### src/rtl/pwm_multichannel_if.sv
// Register-side and pin-side signals of pwm_multichannel, bundled for the SPI register file.
// Define PWM_CENTER_ALIGN_EN to add the center_mode signal.
interface pwm_multichannel_if #(
  parameter int NUM_CH  = 16,
  parameter int RES     = 8,
  parameter int PRESC_W = 8
);
  localparam int AW = (NUM_CH > 1) ? $clog2(NUM_CH) : 1;

  logic [NUM_CH-1:0]  en_out;
  logic [NUM_CH-1:0]  en_pwm;
  logic               duty_we;
  logic [AW-1:0]      duty_addr;
  logic [RES-1:0]     duty_wdata;
  logic [RES-1:0]     period_top;
  logic [PRESC_W-1:0] presc_div;
  logic [NUM_CH-1:0]  out;
  logic               period_start;
`ifdef PWM_CENTER_ALIGN_EN
  logic               center_mode;

  modport master (
    output en_out, en_pwm, duty_we, duty_addr, duty_wdata, period_top, presc_div, center_mode,
    input  out, period_start
  );
  modport slave (
    input  en_out, en_pwm, duty_we, duty_addr, duty_wdata, period_top, presc_div, center_mode,
    output out, period_start
  );
`else
  modport master (
    output en_out, en_pwm, duty_we, duty_addr, duty_wdata, period_top, presc_div,
    input  out, period_start
  );
  modport slave (
    input  en_out, en_pwm, duty_we, duty_addr, duty_wdata, period_top, presc_div,
    output out, period_start
  );
`endif
endinterface

### src/rtl/pwm_multichannel.sv
// N-channel PWM generator with prescaler and duty/top registers that reload only at the period boundary.
// Define PWM_CENTER_ALIGN_EN to add center_mode (up/down counting, latched at the boundary).
module pwm_multichannel #(
  parameter int NUM_CH  = 16,
  parameter int RES     = 8,
  parameter int PRESC_W = 8
) (
  input logic               clk,
  input logic               rst,
  pwm_multichannel_if.slave bus
);
  logic [PRESC_W-1:0] presc_cnt;
  logic [RES-1:0]     cnt;
  logic [RES-1:0]     active_top;
  logic [RES-1:0]     shadow_duty [NUM_CH];
  logic [RES-1:0]     active_duty [NUM_CH];
  logic [NUM_CH-1:0]  pwm;
  logic               tick;
  logic               boundary;
`ifdef PWM_CENTER_ALIGN_EN
  logic               dir_down;
  logic               active_center;
`endif

  // The >= compare lets a smaller presc_div take effect without waiting for a wrap.
  assign tick = (presc_cnt >= bus.presc_div);

`ifdef PWM_CENTER_ALIGN_EN
  assign boundary = tick && (active_center ?
                             ((cnt == '0) && (dir_down || (active_top == '0))) :
                             (cnt == active_top));
`else
  assign boundary = tick && (cnt == active_top);
`endif

  always_ff @(posedge clk or posedge rst) begin
    if (rst) presc_cnt <= '0;
    else     presc_cnt <= tick ? '0 : presc_cnt + PRESC_W'(1);
  end

  always_ff @(posedge clk or posedge rst) begin
    if (rst) begin
      cnt           <= '0;
      active_top    <= '1;
`ifdef PWM_CENTER_ALIGN_EN
      dir_down      <= 1'b0;
      active_center <= 1'b0;
`endif
    end else if (boundary) begin
      active_top    <= bus.period_top;
`ifdef PWM_CENTER_ALIGN_EN
      // The zero at the bottom of a centred period belongs to the boundary tick, so restart at 1.
      active_center <= bus.center_mode;
      dir_down      <= 1'b0;
      cnt           <= (bus.center_mode && (bus.period_top != '0)) ? RES'(1) : '0;
`else
      cnt           <= '0;
`endif
    end else if (tick) begin
`ifdef PWM_CENTER_ALIGN_EN
      if (active_center) begin
        if (dir_down) begin
          cnt <= cnt - RES'(1);
        end else if (cnt == active_top) begin
          dir_down <= 1'b1;
          cnt      <= cnt - RES'(1);
        end else begin
          cnt <= cnt + RES'(1);
        end
      end else begin
        cnt <= cnt + RES'(1);
      end
`else
      cnt <= cnt + RES'(1);
`endif
    end
  end

  // Non-blocking reload means a write landing on the boundary edge is seen one period later.
  always_ff @(posedge clk or posedge rst) begin
    if (rst) begin
      for (int i = 0; i < NUM_CH; i++) begin
        shadow_duty[i] <= '0;
        active_duty[i] <= '0;
      end
    end else begin
      if (boundary) begin
        for (int i = 0; i < NUM_CH; i++) active_duty[i] <= shadow_duty[i];
      end
      if (bus.duty_we && (int'(bus.duty_addr) < NUM_CH)) begin
        shadow_duty[bus.duty_addr] <= bus.duty_wdata;
      end
    end
  end

  always_comb begin
    pwm = '0;
    for (int i = 0; i < NUM_CH; i++) pwm[i] = (cnt < active_duty[i]);
  end

  always_ff @(posedge clk or posedge rst) begin
    if (rst) begin
      bus.out          <= '0;
      bus.period_start <= 1'b0;
    end else begin
      bus.out          <= bus.en_out & (~bus.en_pwm | pwm);
      bus.period_start <= boundary;
    end
  end
endmodule

### src/flat_wrapper.sv
// flat-port wrapper written by rule: the top's interface ports become plain ports
module pwm_multichannel_flat 
#(
  parameter int NUM_CH  = 16,
  parameter int RES     = 8,
  parameter int PRESC_W = 8
)
  (clk, rst, bus_en_out, bus_en_pwm, bus_duty_we, bus_duty_addr, bus_duty_wdata, bus_period_top, bus_presc_div, bus_out, bus_period_start);
  pwm_multichannel_if #(.NUM_CH(NUM_CH), .RES(RES), .PRESC_W(PRESC_W)) bus_i ();
  input logic clk;
  input logic rst;
  input wire logic [$bits(bus_i.en_out)-1:0] bus_en_out;
  input wire logic [$bits(bus_i.en_pwm)-1:0] bus_en_pwm;
  input wire logic [$bits(bus_i.duty_we)-1:0] bus_duty_we;
  input wire logic [$bits(bus_i.duty_addr)-1:0] bus_duty_addr;
  input wire logic [$bits(bus_i.duty_wdata)-1:0] bus_duty_wdata;
  input wire logic [$bits(bus_i.period_top)-1:0] bus_period_top;
  input wire logic [$bits(bus_i.presc_div)-1:0] bus_presc_div;
  output wire logic [$bits(bus_i.out)-1:0] bus_out;
  output wire logic [$bits(bus_i.period_start)-1:0] bus_period_start;
  assign bus_i.en_out = bus_en_out;
  assign bus_i.en_pwm = bus_en_pwm;
  assign bus_i.duty_we = bus_duty_we;
  assign bus_i.duty_addr = bus_duty_addr;
  assign bus_i.duty_wdata = bus_duty_wdata;
  assign bus_i.period_top = bus_period_top;
  assign bus_i.presc_div = bus_presc_div;
  assign bus_out = bus_i.out;
  assign bus_period_start = bus_i.period_start;
  pwm_multichannel #(.NUM_CH(NUM_CH), .RES(RES), .PRESC_W(PRESC_W)) u_core (.clk(clk), .rst(rst), .bus(bus_i));
endmodule
### config.mk
export PLATFORM = sky130hd
export DESIGN_NAME = pwm_multichannel_flat
export DESIGN_NICKNAME = d
export VERILOG_FILES = /design/src/rtl/pwm_multichannel_if.sv /design/src/rtl/pwm_multichannel.sv /design/src/flat_wrapper.sv
export SDC_FILE = /design/constraint.sdc
export NUM_CORES = 1
export LEC_CHECK = 0
export CORE_ASPECT_RATIO = 0.7
export CORE_UTILIZATION = 50
export DETAILED_ROUTE_END_ITERATION = 10
export GPL_TIMING_DRIVEN = 0
export PLACE_DENSITY_LB_ADDON = 0.08
export SYNTH_ARGS = -nofsm -noshare
export SYNTH_HDL_FRONTEND = slang
export SYNTH_SLANG_ARGS = --single-unit
### constraint.sdc
create_clock -name clk -period 10.7 [get_ports clk]
set_clock_uncertainty 0.1 [all_clocks]
set_input_delay 2.675 -clock clk [delete_from_list [all_inputs] [get_ports clk]]
set_output_delay 2.675 -clock clk [all_outputs]
set_load 0.01 [all_outputs]
# Word level (Yosys, flattened, before mapping)

Cells that the tools add are included.

Flip-flop bits (word level): 297
Logic and storage cells: 72

$add $sub $neg: 2
$lt $le $gt $ge: 19
Eq/ne operators: 1
Muxes and demuxes: 6
Bitwise logic cells: 4
Reductions and logical operators: 3

Operators by type and width:

| kind                                                        | number |
|---|---|
| bitwise mux 128 bit                                         | 1 |
| less-than comparator 8 bit                                  | 16 |
| demux 8 bit (select 4 bit)                                  | 1 |
| 2-to-1 mux 8 bit                                            | 4 |
| adder 8 x 1 -> 8 bit (second input constant)                | 2 |
| bitwise AND 16 bit                                          | 1 |
| inverter 16 bit                                             | 1 |
| OR 16 bit                                                   | 1 |
| equality test 8 bit                                         | 1 |
| greater-or-equal comparator 8 bit                           | 1 |
| greater-or-equal comparator 5 bit (second input constant)   | 1 |
| less-than comparator 5 x 1 -> 1 bit (second input constant) | 1 |
| inverter 4 -> 5 bit                                         | 1 |
| logical AND 1 bit                                           | 2 |
| nonzero test 2 bit                                          | 1 |

# Logic depth before layout (Yosys ltp)

Depth after elaboration: 6
Depth in mapped cells: 9
Depth with buffers taken out: 7

# Worst setup path after synthesis

No wires, ideal clock.

Kind: input port to flip-flop
Start point: in bus_presc_div[2]
End point: reg u_core.active_duty[104] in the netlist's numbering
Data arrival time: 4284 ps
Required time: 10475 ps
Slack: 6191 ps
Stages on the path: 9
Cells stage by stage: inv_1 ha_1 a211o_1 a31oi_1 o21ai_2 and2_1 buf_6 buf_6 mux2_4

Longest elaborated chain between the ends: 2

RTL lines:

| item                              | RTL line               | source |
|---|---|---|
| start, declared                   | flat_wrapper.sv:18     | `input wire logic [$bits(bus_i.presc_div)-1:0] bus_presc_div;` |
| greater-or-equal comparator 8 bit | pwm_multichannel.sv:26 | `assign tick = (presc_cnt >= bus.presc_div);` |
| logical AND 1 bit                 | pwm_multichannel.sv:33 | `assign boundary = tick && (cnt == active_top);` |
| end signal, assigned by index     | pwm_multichannel.sv:84 | `active_duty[i] <= '0;` |
| end, declared                     | pwm_multichannel.sv:16 | `logic [RES-1:0] active_duty [NUM_CH];` |

Every way passes these cells.
A chain may end at the register's enable or synchronous reset.

# Final worst setup path

Start point: in bus_presc_div[7]
End point: reg u_core.active_duty[95] in the netlist's numbering

Same word-level chain as after synthesis.

==> metrics <==
Tmin final 5.08 ns; FF-to-FF setup slack 7.44 ns; drt total wl 35,100 um; RSZ-0062 raised after global routing no; Core Footprint 27,900 sq um; WS Path Type in -> reg; outcome completed; FF+latch count, synth 297; CP startpoint kind primary input; footprint of the multi-input gates 6080 sq um; fraction of layout cells with a size suffix above 1 19.0%; Nets 1,539; Mapped Cells 1,237; GP Congestion 0.788; DRT iter0 DRCs 619; most frequent cells in the layout 289 x dfrtp_1, 135 x mux2_2, 134 x o21ai_0, 124 x inv_1, 122 x ha_1; DRC 0; cell accounting for the most synthesized area dfrtp_1; Tcrit/Tclk final 47.5%; Area Overhead vs Synth 16.8%; IO Count 80; global-route wire length before repair 55,800 um; CTS Buf Count 29; Setup violations, final 0; Final Hold Fails 0; maximum fanout along the worst path 10; reg2reg start u_core.cnt[4]$_DFFE_PP0P_; Total GRT Usage 25.1%; Yosys cell types 41; Die Area 29,200 sq um; Largest stage delay, worst path 0.52 ns; Req. time, crit path 11.07 ns; synth top area cells dfrtp_1 51%, ha_1 11%, mux2_2 11%; Hold Path Origin u_core.shadow_duty[127]$_DFFE_PP0P_; Netlist Area Pre-Place 14,300 sq um; chip width 204 um; Sw Share 28.4%; Initial Util 51.0%; initial antenna violation count 2; dpl cells 1,694; CTS-repair resized insts 0; VDD IR max 0.000127 V; DR pass1 iterations 5; TritonCTS clock tree yes; setup TNS 0 ns; YS warnings 0; vias in the first global route 9,582; number of fill cells in the layout 2,376; min-delay worst type reg -> reg; Seq/Total Area, Yosys 52.2%; Remaining Overflow, GRT 0; Crit. Startpoint bus_presc_div[7]; Crit path arrival time 5.46 ns; cell family with most CP delay buffers and inverters; number of max-cap violations 0; combinational group share of total power 16.2%; largest net degree at the start of global routing 41; Die Y 143 um; clock-pin slew on the worst setup and hold paths 0.07 ns; Longest Clk Path Bufs 3; Setup Fix Bufs, Post-CTS 0; syn avg cell area 11.5 sq um; total number of vias 9,706; H-tree Lvls 1; Cell Pwr Density 177 nW/um^2; Yosys top cell area share 50.7%; most common library cell in the layout ignoring fill and taps dfrtp_1; CP bufs+invs 4; Final Total Pwr 2.96 mW; drt via density 5.55; Int Power 2.12 mW; Skew-Pair Late Insertion Delay 0.56 ns; worst rel slew slack 6.91%; net load switching power 0.839 mW; # hold bufs at CTS 0; Least-Margin Pin Slew 1.40 ns; leakage 8.27 nW; DR WL/cell 20.1 um; Clock Power Share 36.2%; hpwl dp 23,200 um; slowest CP cell clkbuf_1; Final ANT Viol Nets 0; Setup crit end kind register; Reg power frac 47.6%; CP Cell Sequence clkdlybuf4s50_1 > inv_1 > ha_1 > and2_1 > o2111ai_1 > o21ai_2 > buf_2 > clkbuf_1 > nand3_1 > o21ai_0; fmax 197 MHz; max-slew violations 0; Clock Root Buffer clkbuf_16; number of I/O port buffers 78; Final Non-Filler Cells 1,748; clock sinks 297; syn nets 1,422; sequential cell area 7440 sq um; number of core rows 51
## Yosys cell counts, drive strengths merged
library cell  number
dfrtp            289
mux2             152
o21ai            135
inv              125
ha               122
nand3            121
clkbuf            37
a21oi             33
nand2             23
and3              22
buf               22
nand2b            19
a21o              17
nor2              17
a21boi            16
a221o             16
a31o              16
xnor2              9
dfstp              8
nor2b              6
a22o               5
xor2               5
and2               4
nand4              3
nor3               3
o22ai              2
or3                2
or3b               2
a211o              1
a221oi             1
a31oi              1
mux2i              1
o2111ai            1
or2                1
## path summary, 6_finish.rpt
check | endpoint | cells past startpoint
max in group asynchronous | u_core.shadow_duty[60]$_DFFE_PP0P_ | 6
setup reg to reg | u_core.active_duty[20]$_DFFE_PP0P_ | 8
hold / removal | u_core.active_duty[127]$_DFFE_PP0P_ | 2
hold reg to reg | u_core.active_duty[127]$_DFFE_PP0P_ | 2
setup / recovery | u_core.active_duty[95]$_DFFE_PP0P_ | 10
min in group asynchronous | u_core.active_duty[115]$_DFFE_PP0P_ | 2
## tightest hold or removal path: cells and delay by family (launching register included)
kind            cells  cell delay [ns]
compound gates      1             0.06
flops               1             0.34
simple gates        1             0.06
## cell type report
class	instances	share of cell area (%)
inverters	125	2.84
plain buffers	59	1.61
multi-input cells	756	36.5
clock buffers	37	4.78
flip-flops and latches	297	44.7
repair buffers	86	5.65
well taps	371	2.79
diodes	1	0.0150
clock inverters	16	1.15
## power groups by stage
stage,clock network (mW),registers (mW),logic [mW]
final,1.07,1.41,0.479
after detailed placement,0,1.43,0.479
after CTS,1.09,1.41,0.483
after global placement,0,1.43,0.453
after global routing,1.13,1.43,0.541
after floorplan,0,1.37,0.328
## flip-flops by register name (all words and copies together), names as in the netlist
name and cells:
u_core.shadow_duty 128, u_core.presc_cnt 8, u_core.active_duty 128, u_core.active_top 8
u_core.cnt 8, u_core.bus.period_start 1, u_core.bus.out 16
## metrics by stage
stage / instance area [sq um] / utilization [%] / hold WS (ns) / worst slack (ns)
5_1_grt: 16700 / 59.6 / 0.414 / 5.45
2_1_floorplan: 14300 / - / 0.363 / 3.99
4_1_cts: 16700 / 59.6 / 0.398 / 5.65
6_report: 16700 / 59.6 / 0.393 / 5.62
3_3_place_gp: 15500 / 55.5 / 0.375 / 1.71
3_5_place_dp: 15700 / 56.1 / 0.382 / 5.07
## layer usage
layer	track usage (%)	vias up	wire length [um]
li1	-	4575	-
met1	37.8	4895	17500
met2	38.6	187	15500
met3	3.72	49	1460
met4	4.75	0	620
met5	0	-	0
## kinds of logic after synthesis
kind of cell,after synthesis,synth area share [%]
XOR/XNOR,14,0.860
multiplexers,153,12.5
AND/OR/NAND/NOR,223,8.15
buffers and inverters,184,5.17
AO/OA/AOI/OAI,244,10.4
adder cells (fa/ha/maj),122,10.7
flip-flops,297,52.2
Note: power is estimated with default switching activity, not from simulation.
